===== src/rtl/memory_pkg.sv =====
// rtl/memory_pkg.sv - shared loader state encoding and byte width
// Purpose: common types and constants for the program loader and its packer.
// Contents: state_t (IDLE/LOAD/DONE), BYTE_WIDTH.
package memory_pkg;

  localparam int BYTE_WIDTH = 8;

  typedef enum logic [1:0] {
    IDLE = 2'd0,
    LOAD = 2'd1,
    DONE = 2'd2
  } state_t;

endpackage


===== src/rtl/byte_packer.sv =====
// rtl/byte_packer.sv - little-endian byte-to-word packer
// Purpose: collects DATA_WIDTH/8 bytes into one word, byte 0 in the low bits.
// Ports:
//   clock, reset_n   clock and asynchronous active-low reset
//   clear            discard any partial word and restart at byte 0
//   byte_valid       byte_data is accepted this cycle
//   byte_data        incoming byte
//   word             packed word including the byte currently presented
//   word_valid       the presented byte completes a word this cycle
import memory_pkg::*;

module byte_packer #(
  parameter int DATA_WIDTH = 8
) (
  input  logic                  clock,
  input  logic                  reset_n,
  input  logic                  clear,
  input  logic                  byte_valid,
  input  logic [BYTE_WIDTH-1:0] byte_data,
  output logic [DATA_WIDTH-1:0] word,
  output logic                  word_valid
);

  localparam int BPW   = DATA_WIDTH / BYTE_WIDTH;
  localparam int CNT_W = (BPW > 1) ? $clog2(BPW) : 1;

  logic [CNT_W-1:0]      count;
  logic [DATA_WIDTH-1:0] partial;
  logic                  last;

  assign last       = (count == CNT_W'(BPW - 1));
  assign word_valid = byte_valid && last && !clear;

  // The completing byte is merged combinationally so the word is available
  // in the same cycle it is accepted; the owner registers it.
  always_comb begin
    word = partial;
    for (int j = 0; j < BPW; j++) begin
      if (count == CNT_W'(j)) begin
        word[j*BYTE_WIDTH +: BYTE_WIDTH] = byte_data;
      end
    end
  end

  always_ff @(posedge clock or negedge reset_n) begin
    if (!reset_n) begin
      count   <= '0;
      partial <= '0;
    end else if (clear) begin
      count   <= '0;
      partial <= '0;
    end else if (byte_valid) begin
      if (last) begin
        count   <= '0;
        partial <= '0;
      end else begin
        count <= count + CNT_W'(1);
        for (int j = 0; j < BPW; j++) begin
          if (count == CNT_W'(j)) begin
            partial[j*BYTE_WIDTH +: BYTE_WIDTH] <= byte_data;
          end
        end
      end
    end
  end

endmodule


===== src/rtl/program_loader.sv =====
// rtl/program_loader.sv - byte-stream to memory word loader
// Purpose: accepts a byte stream after start, packs it into words and writes
//          word_count consecutive words starting at address 0.
// Ports:
//   clock, reset_n        clock and asynchronous active-low reset
//   start, word_count     begin a load of word_count words (sampled in IDLE)
//   abort                 cancel the load in progress
//   byte_valid/byte_data  input byte stream, byte_ready is the handshake
//   write_enable/_address/_data  one-cycle memory write strobe and payload
//   busy                  not IDLE
//   done                  one-cycle pulse on completion
//   error                 one-cycle pulse when start is rejected
import memory_pkg::*;

module program_loader #(
  parameter int ADDRESS_WIDTH = 8,
  parameter int DATA_WIDTH    = 8,
  parameter int MEMORY_DEPTH  = 8
) (
  input  logic                     clock,
  input  logic                     reset_n,
  input  logic                     start,
  input  logic [ADDRESS_WIDTH:0]   word_count,
  input  logic                     abort,
  input  logic                     byte_valid,
  input  logic [BYTE_WIDTH-1:0]    byte_data,
  output logic                     byte_ready,
  output logic                     write_enable,
  output logic [ADDRESS_WIDTH-1:0] write_address,
  output logic [DATA_WIDTH-1:0]    write_data,
  output logic                     busy,
  output logic                     done,
  output logic                     error
);

  localparam logic [ADDRESS_WIDTH:0] DEPTH = (ADDRESS_WIDTH + 1)'(MEMORY_DEPTH);

  state_t                  state;
  logic [ADDRESS_WIDTH:0]  count_latched;
  logic [ADDRESS_WIDTH:0]  word_index;
  logic [DATA_WIDTH-1:0]   packed_word;
  logic                    word_valid;
  logic                    packer_clear;

  assign byte_ready = (state == LOAD);
  assign busy       = (state != IDLE);

  // Outside LOAD the packer is held empty, so every load starts at byte 0;
  // abort also drops any partial word immediately.
  assign packer_clear = (state != LOAD) || abort;

  byte_packer #(
    .DATA_WIDTH(DATA_WIDTH)
  ) u_packer (
    .clock      (clock),
    .reset_n    (reset_n),
    .clear      (packer_clear),
    .byte_valid (byte_valid && byte_ready),
    .byte_data  (byte_data),
    .word       (packed_word),
    .word_valid (word_valid)
  );

  always_ff @(posedge clock or negedge reset_n) begin
    if (!reset_n) begin
      state         <= IDLE;
      count_latched <= '0;
      word_index    <= '0;
      write_enable  <= 1'b0;
      write_address <= '0;
      write_data    <= '0;
      done          <= 1'b0;
      error         <= 1'b0;
    end else begin
      write_enable <= 1'b0;
      done         <= 1'b0;
      error        <= 1'b0;
      case (state)
        IDLE: begin
          if (start) begin
            if (word_count == '0) begin
              state <= DONE;
              done  <= 1'b1;
            end else if (word_count > DEPTH) begin
              error <= 1'b1;
            end else begin
              count_latched <= word_count;
              word_index    <= '0;
              state         <= LOAD;
            end
          end
        end
        LOAD: begin
          if (abort) begin
            state <= IDLE;
          end else if (word_valid) begin
            // word_index < count_latched <= MEMORY_DEPTH, so the address
            // always lands inside the memory.
            write_enable  <= 1'b1;
            write_address <= word_index[ADDRESS_WIDTH-1:0];
            write_data    <= packed_word;
            word_index    <= word_index + 1'b1;
            if ((word_index + 1'b1) == count_latched) begin
              state <= DONE;
              done  <= 1'b1;
            end
          end
        end
        DONE: begin
          state <= IDLE;
        end
        default: begin
          state <= IDLE;
        end
      endcase
    end
  end

endmodule


===== config.mk =====
export PLATFORM = sky130hd
export DESIGN_NAME = program_loader
export DESIGN_NICKNAME = d
export VERILOG_FILES = /design/src/rtl/memory_pkg.sv /design/src/rtl/byte_packer.sv /design/src/rtl/program_loader.sv
export SDC_FILE = /design/constraint.sdc
export NUM_CORES = 1
export LEC_CHECK = 0
export BUFFER_PORTS_ARGS = -buffer_cell sky130_fd_sc_hd__buf_2
export CAP_MARGIN = 20
export CORE_AREA = 5 5 55 106
export CTS_BUF_LIST = sky130_fd_sc_hd__clkbuf_4
export DETAILED_ROUTE_END_ITERATION = 10
export DIE_AREA = 0 0 60 111
export PLACE_DENSITY = 0.66
export SYNTH_ARGS = -nofsm -noshare
export SYNTH_HDL_FRONTEND = slang
export SYNTH_SLANG_ARGS = --single-unit

===== constraint.sdc =====
create_clock -name clock -period 2.25 [get_ports clock]
set_clock_uncertainty 0.2 [all_clocks]
set_input_delay 0.1125 -clock clock [delete_from_list [all_inputs] [get_ports clock]]
set_output_delay 0.1125 -clock clock [all_outputs]
set_load 0.03 [all_outputs]

; After elaboration in Yosys (flattened, before gate mapping)
; Cells that the tools add are included.
[word_totals]
inputBits = 22
ff_bits = 48
output_inout_bits = 21
elab_cells = 77
[op_classes]
magnitude_cmp = 1
muxes = 33
eq_ne = 12
n_reduce_logical = 15
addsub = 2
bitwise = 4
[ops]
columns = cell, count
row1 = two-way mux 9 bit, 5
row2 = two-way mux 8 bit, 4
row3 = one-hot mux 9 bit (2 select lines), 1
row4 = two-way mux 1 bit, 15
row5 = two-way mux 2 bit, 6
row6 = adder 9 x 1 -> 9 bit (second input constant), 1
row7 = == test 9 bit, 1
row8 = > comparator 9 x 4 -> 1 bit (second input constant), 1
row9 = zero test 9 bit, 1
row10 = inequality test 2 bit (second input constant), 4
row11 = AND reduction 4 bit, 2
row12 = inequality test 2 x 1 -> 1 bit (second input constant), 3
row13 = inequality test 3 x 2 -> 1 bit (second input constant), 2
row14 = AND reduction 6 bit, 1
row15 = nonzero test 2 bit, 3
row16 = NOT 1 bit, 4
row17 = one-hot mux 2 bit (2 select lines), 1
row18 = logical AND 1 bit, 3
row19 = inequality test 3 bit (second input constant), 1
row20 = AND reduction 3 bit, 1
row21 = == test 2 x 1 -> 1 bit (second input constant), 1
row22 = zero test 2 bit, 1
row23 = one-hot mux 1 bit (2 select lines), 1
row24 = AND reduction 2 bit, 1
row25 = 3 further kinds, 3

; Longest topological paths before layout
[logic_depth]
depth_word = 7
mapped_depth = 7
depth_no_buf = 6

; Cells and area by module
; Synthesis repeated with hierarchy kept, for this count alone.
[unflattened]
cells_unflattened = 219
hier_area_um2 = 2001.9
[by_module_without_submodules]
columns = mod, seq_area_each_um2, n_inst, cells_per_inst, area_per_inst_um2
row1 = program_loader, 975.9, 1, 210, 1928.1
row2 = byte_packer, 0.0, 1, 9, 73.8

; Worst setup path after synthesis
; No wires, ideal clock.
[synth_path]
path_type = register -> register
startpoint = register word_index[1]
endpoint = register state[0]
path_slack_ps = 132
path_stages_with_launch = 8
setup_time_ps = 126
period_less_slack_ps = 2118
arrival_time_ps = 1792
n_path_buf = 1
required_ps = 1924
cell_sequence = dfrtp_1 -> ha_1 -> clkbuf_1 -> nand2b_1 -> and3_1 -> o32ai_1 -> nand4_1 -> o32a_1
[synth_between]
elab_chain_len = 4
[synth_lines]
columns = element, line
row1 = "start, declared", program_loader.sv:40  ; logic [ADDRESS_WIDTH:0] word_index;
row2 = "start signal, assigned", program_loader.sv:102  ; word_index <= word_index + 1'b1;
row3 = adder 9 x 1 -> 9 bit, program_loader.sv:103  ; if ((word_index + 1'b1) == count_latched) begin
row4 = == test 9 bit, program_loader.sv:103
row5 = inequality test 3 x 2 -> 1 bit (no line), n/a
row6 = AND reduction 4 bit (no line), n/a
row7 = "end signal, assigned", program_loader.sv:104  ; state <= DONE;
row8 = "end signal, assigned", program_loader.sv:110  ; state <= IDLE;
row9 = "end signal, assigned", program_loader.sv:113  ; state <= IDLE;
row10 = "end, declared", program_loader.sv:38  ; state_t state;
; No other way between the ends.
; A chain may end at the register's enable or synchronous reset.

; Worst setup path after layout
[layout_path]
startpoint = register word_index[0]
endpoint = register state[0]
; Same word-level chain as after synthesis.

==> impl_metrics.tcl <==
set metrics [dict create \
    outcome "completed" \
    final_cells 335 \
    core_area_um2 4860 \
    grt_max_degree 40 \
    critical_path_class "reg -> reg" \
    clk_pin_slew_worst_paths_ns 0.12 \
    synth_cells 206 \
    die-area_um2 6660 \
    syn_area_um2 1910 \
    synth_edf_count 0 \
    max-vdd-ir-drop_mv 0.404 \
    cts_tree "done" \
    synth.distinct_cells 36 \
    finish.utilization 0.518 \
    regArea_um2 976 \
    fin_area_um2 2520 \
    slew_headroom 0.428 \
    grt_overflow 0 \
    startpoint_type "flop" \
    synth.area.mux_share 0.0314 \
    crit_arrival_ns 2.23 \
    placed_cells 308 \
    rows 36 \
    hold_class "in -> reg" \
    synthAdderAreaFrac 0.00655 \
    min_period_ns 2.19 \
    powerDensity_nw_per_um2 568 \
    area_delta_synth_final_pct 31.8 \
    io_pins 43 \
    finalPower_uw 1430 \
    end_kind "flop" \
    synth_top_family_by_area "simple AND/OR/NAND/NOR gates" \
    synth-seq-area-share 0.511 \
    ctsRootBufferMaster "clkbuf_4" \
    nNetsFinal 299 \
    ant_nets 0 \
    fmax_ghz 0.457 \
    grt_antenna_before_repair 1 \
    r2r-start "word_index[0]" \
    r2r_setup_slack_ns 0.06 \
    synth_simple_gate_area_share 0.254 \
    wl_per_cell_um 13.7 \
    worstMarginPinSlew_ns 0.857 \
    clock_latency_ns 0.36 \
    synthArstFlopShare 1.00 \
    yosys_warnings 0 \
    dpl.hpwl_um 3270 \
    fillers 470 \
    yosys_register_bits 39 \
    finalMaxSlewViolations 0 \
    initial_core_util 0.393 \
    synth_top_flop_cell "dfrtp_1" \
    grt_pass1_wl_um 7910 \
    maxCapViolCount 0 \
    final-setup-viol-count 0 \
    leakage_uw 0.00134 \
    die_h_um 111 \
    rr_endpoint "state[0]" \
    netlist.area_leader.share 0.511 \
    place_congestion 0.940 \
    io_buffers 42 \
    cts.sinks 39 \
    ctsLongestPathBuffers 2 \
    die_x_um 60 \
    holdCritStartpoint "word_count[6]" \
    drive_gt1_frac 0.285 \
    ys_top_cells_by_area "dfrtp_1 51%, nand2_1 11%, mux2_4 3.1%, xnor2_1 2.8%, xor2_1 2.8%" \
    grt_setup_unrepaired "false" \
    hold_path_end "state[1]" \
    dr.pass1.iters 4 \
    grt_usage 0.156 \
    fin_crit_sh 0.972 \
    hold_viol_final 0 \
    routed_wl_um 4580 \
    hold_path_depth 5 \
    critPathRequiredTime_ns 2.29 \
    cp_max_fo 10 \
    synth_compound_area_frac 0.102 \
    dr_total_vias 1666 \
    viasPerCell 4.97 \
    cts_buffers 5 \
    multi_input_area_um2 866 \
    drc 0 \
    timing.setup.tns_ns 0 \
    r2r_cells 7 \
    synth_xor_area_frac 0.0550 \
    h-tree-depth 2 \
    synth_area_per_cell_um2 9.27 \
    placed_area_um2 2250 \
    syn-num-nets 229 \
    post_cts_buffers 0 \
    grt_pass1_vias 1684 \
    crit_start "word_index[0]" \
    synth_largest_area_cell "dfrtp_1" \
    drtIter0Drc 62 \
]
## layout make-up
class / instances / area share
antenna: 1 / 0.000994
clock buffer: 5 / 0.0149
clock inverter: 3 / 0.0174
inverter: 3 / 0.00447
multi-input combinational: 151 / 0.344
sequential: 39 / 0.387
tap: 57 / 0.0283
timing repair buffer: 76 / 0.203
## Yosys cell counts, types with 2 or more instances
cell / number
nand2b_1: 4
o21ai_0: 5
inv_1: 2
nor3_1: 2
o31ai_1: 5
and2_2: 5
or4_1: 2
a21oi_1: 9
buf_2: 6
xor2_1: 6
mux2_4: 4
nand4_1: 4
nor2_1: 11
nor4_1: 2
nand2_1: 58
dfrtp_1: 39
a31oi_1: 6
clkbuf_1: 5
o211ai_1: 2
xnor2_1: 6
nand3_1: 8
## flip-flops by register name (all words and copies together) (netlist names)
register / cells
state: 2
error: 1
word_index: 9
write_enable: 1
done: 1
write_data: 8
count_latched: 9
write_address: 8
## worst max-delay path by stage
stage                     endpoint  slack, ns  cells after the start
final                     state[0]       0.06                      7
after global routing      state[0]      0.009                      7
after CTS                 state[0]       0.11                      7
after detailed placement      done       0.14                      7
after global placement        done       0.16                      7
after floorplan           state[0]       0.13                      7
## layer usage
layer / vias to the layer above / global-route usage / wire, um / part of all wire
met5: - / 0 / 0 / 0
met4: 0 / 0.0799 / 175 / 0.038
met3: 10 / 0.0291 / 203 / 0.044
met2: 50 / 0.265 / 2440 / 0.53
met1: 762 / 0.177 / 1760 / 0.38
li1: 844 / - / - / -
## report_power, final
part           internal (uW)  switching (uW)
registers                731            16.7
logic                   98.4             117
clock network            234             236
## worst max-delay path: stages, from the launching register on
cell	delay (ns)
dfrtp_1	0.40
ha_1	0.20
buf_4	0.17
nand2b_1	0.15
and3_1	0.17
o32ai_2	0.21
nand4_1	0.19
o32a_1	0.37
## layout by cell type (no fill, tap or decap), drive strengths merged, types with 5 or more instances in the layout
master and count:
nand2 58, buf 58, dfrtp 39, dlygate4sd3 18
nor2 11, a21oi 9, nand3 8, xor2 6
xnor2 6, a31oi 6, o31ai 5, o21ai 5
and2 5, clkbuf 5
## through the flow
step | hold WS, ns | setup WS (ns)
after floorplan | -0.383 | 0.132
after global placement | 0.0669 | 0.155
after detailed placement | 0.0753 | 0.139
after CTS | 0.00532 | 0.106
after global routing | 0.0537 | 0.00851
final | 0.0372 | 0.0640
## cell families after synthesis
logic type      Yosys count
flops                    39
buf+inv                  16
simple gates            103
mux                       4
fa+ha+maj                 1
compound gates           31
xor+xnor                 12
## repair_timing
| action | 4_1_cts | 5_1_grt |
|---|---|---|
| setup endpoints to repair | 0 | 2 |
| hold buffers | 18 | 0 |
| hold endpoints to repair | 55 | 0 |
| gates resized for setup | 0 | 1 |
Note: power is estimated with default switching activity, not from simulation.
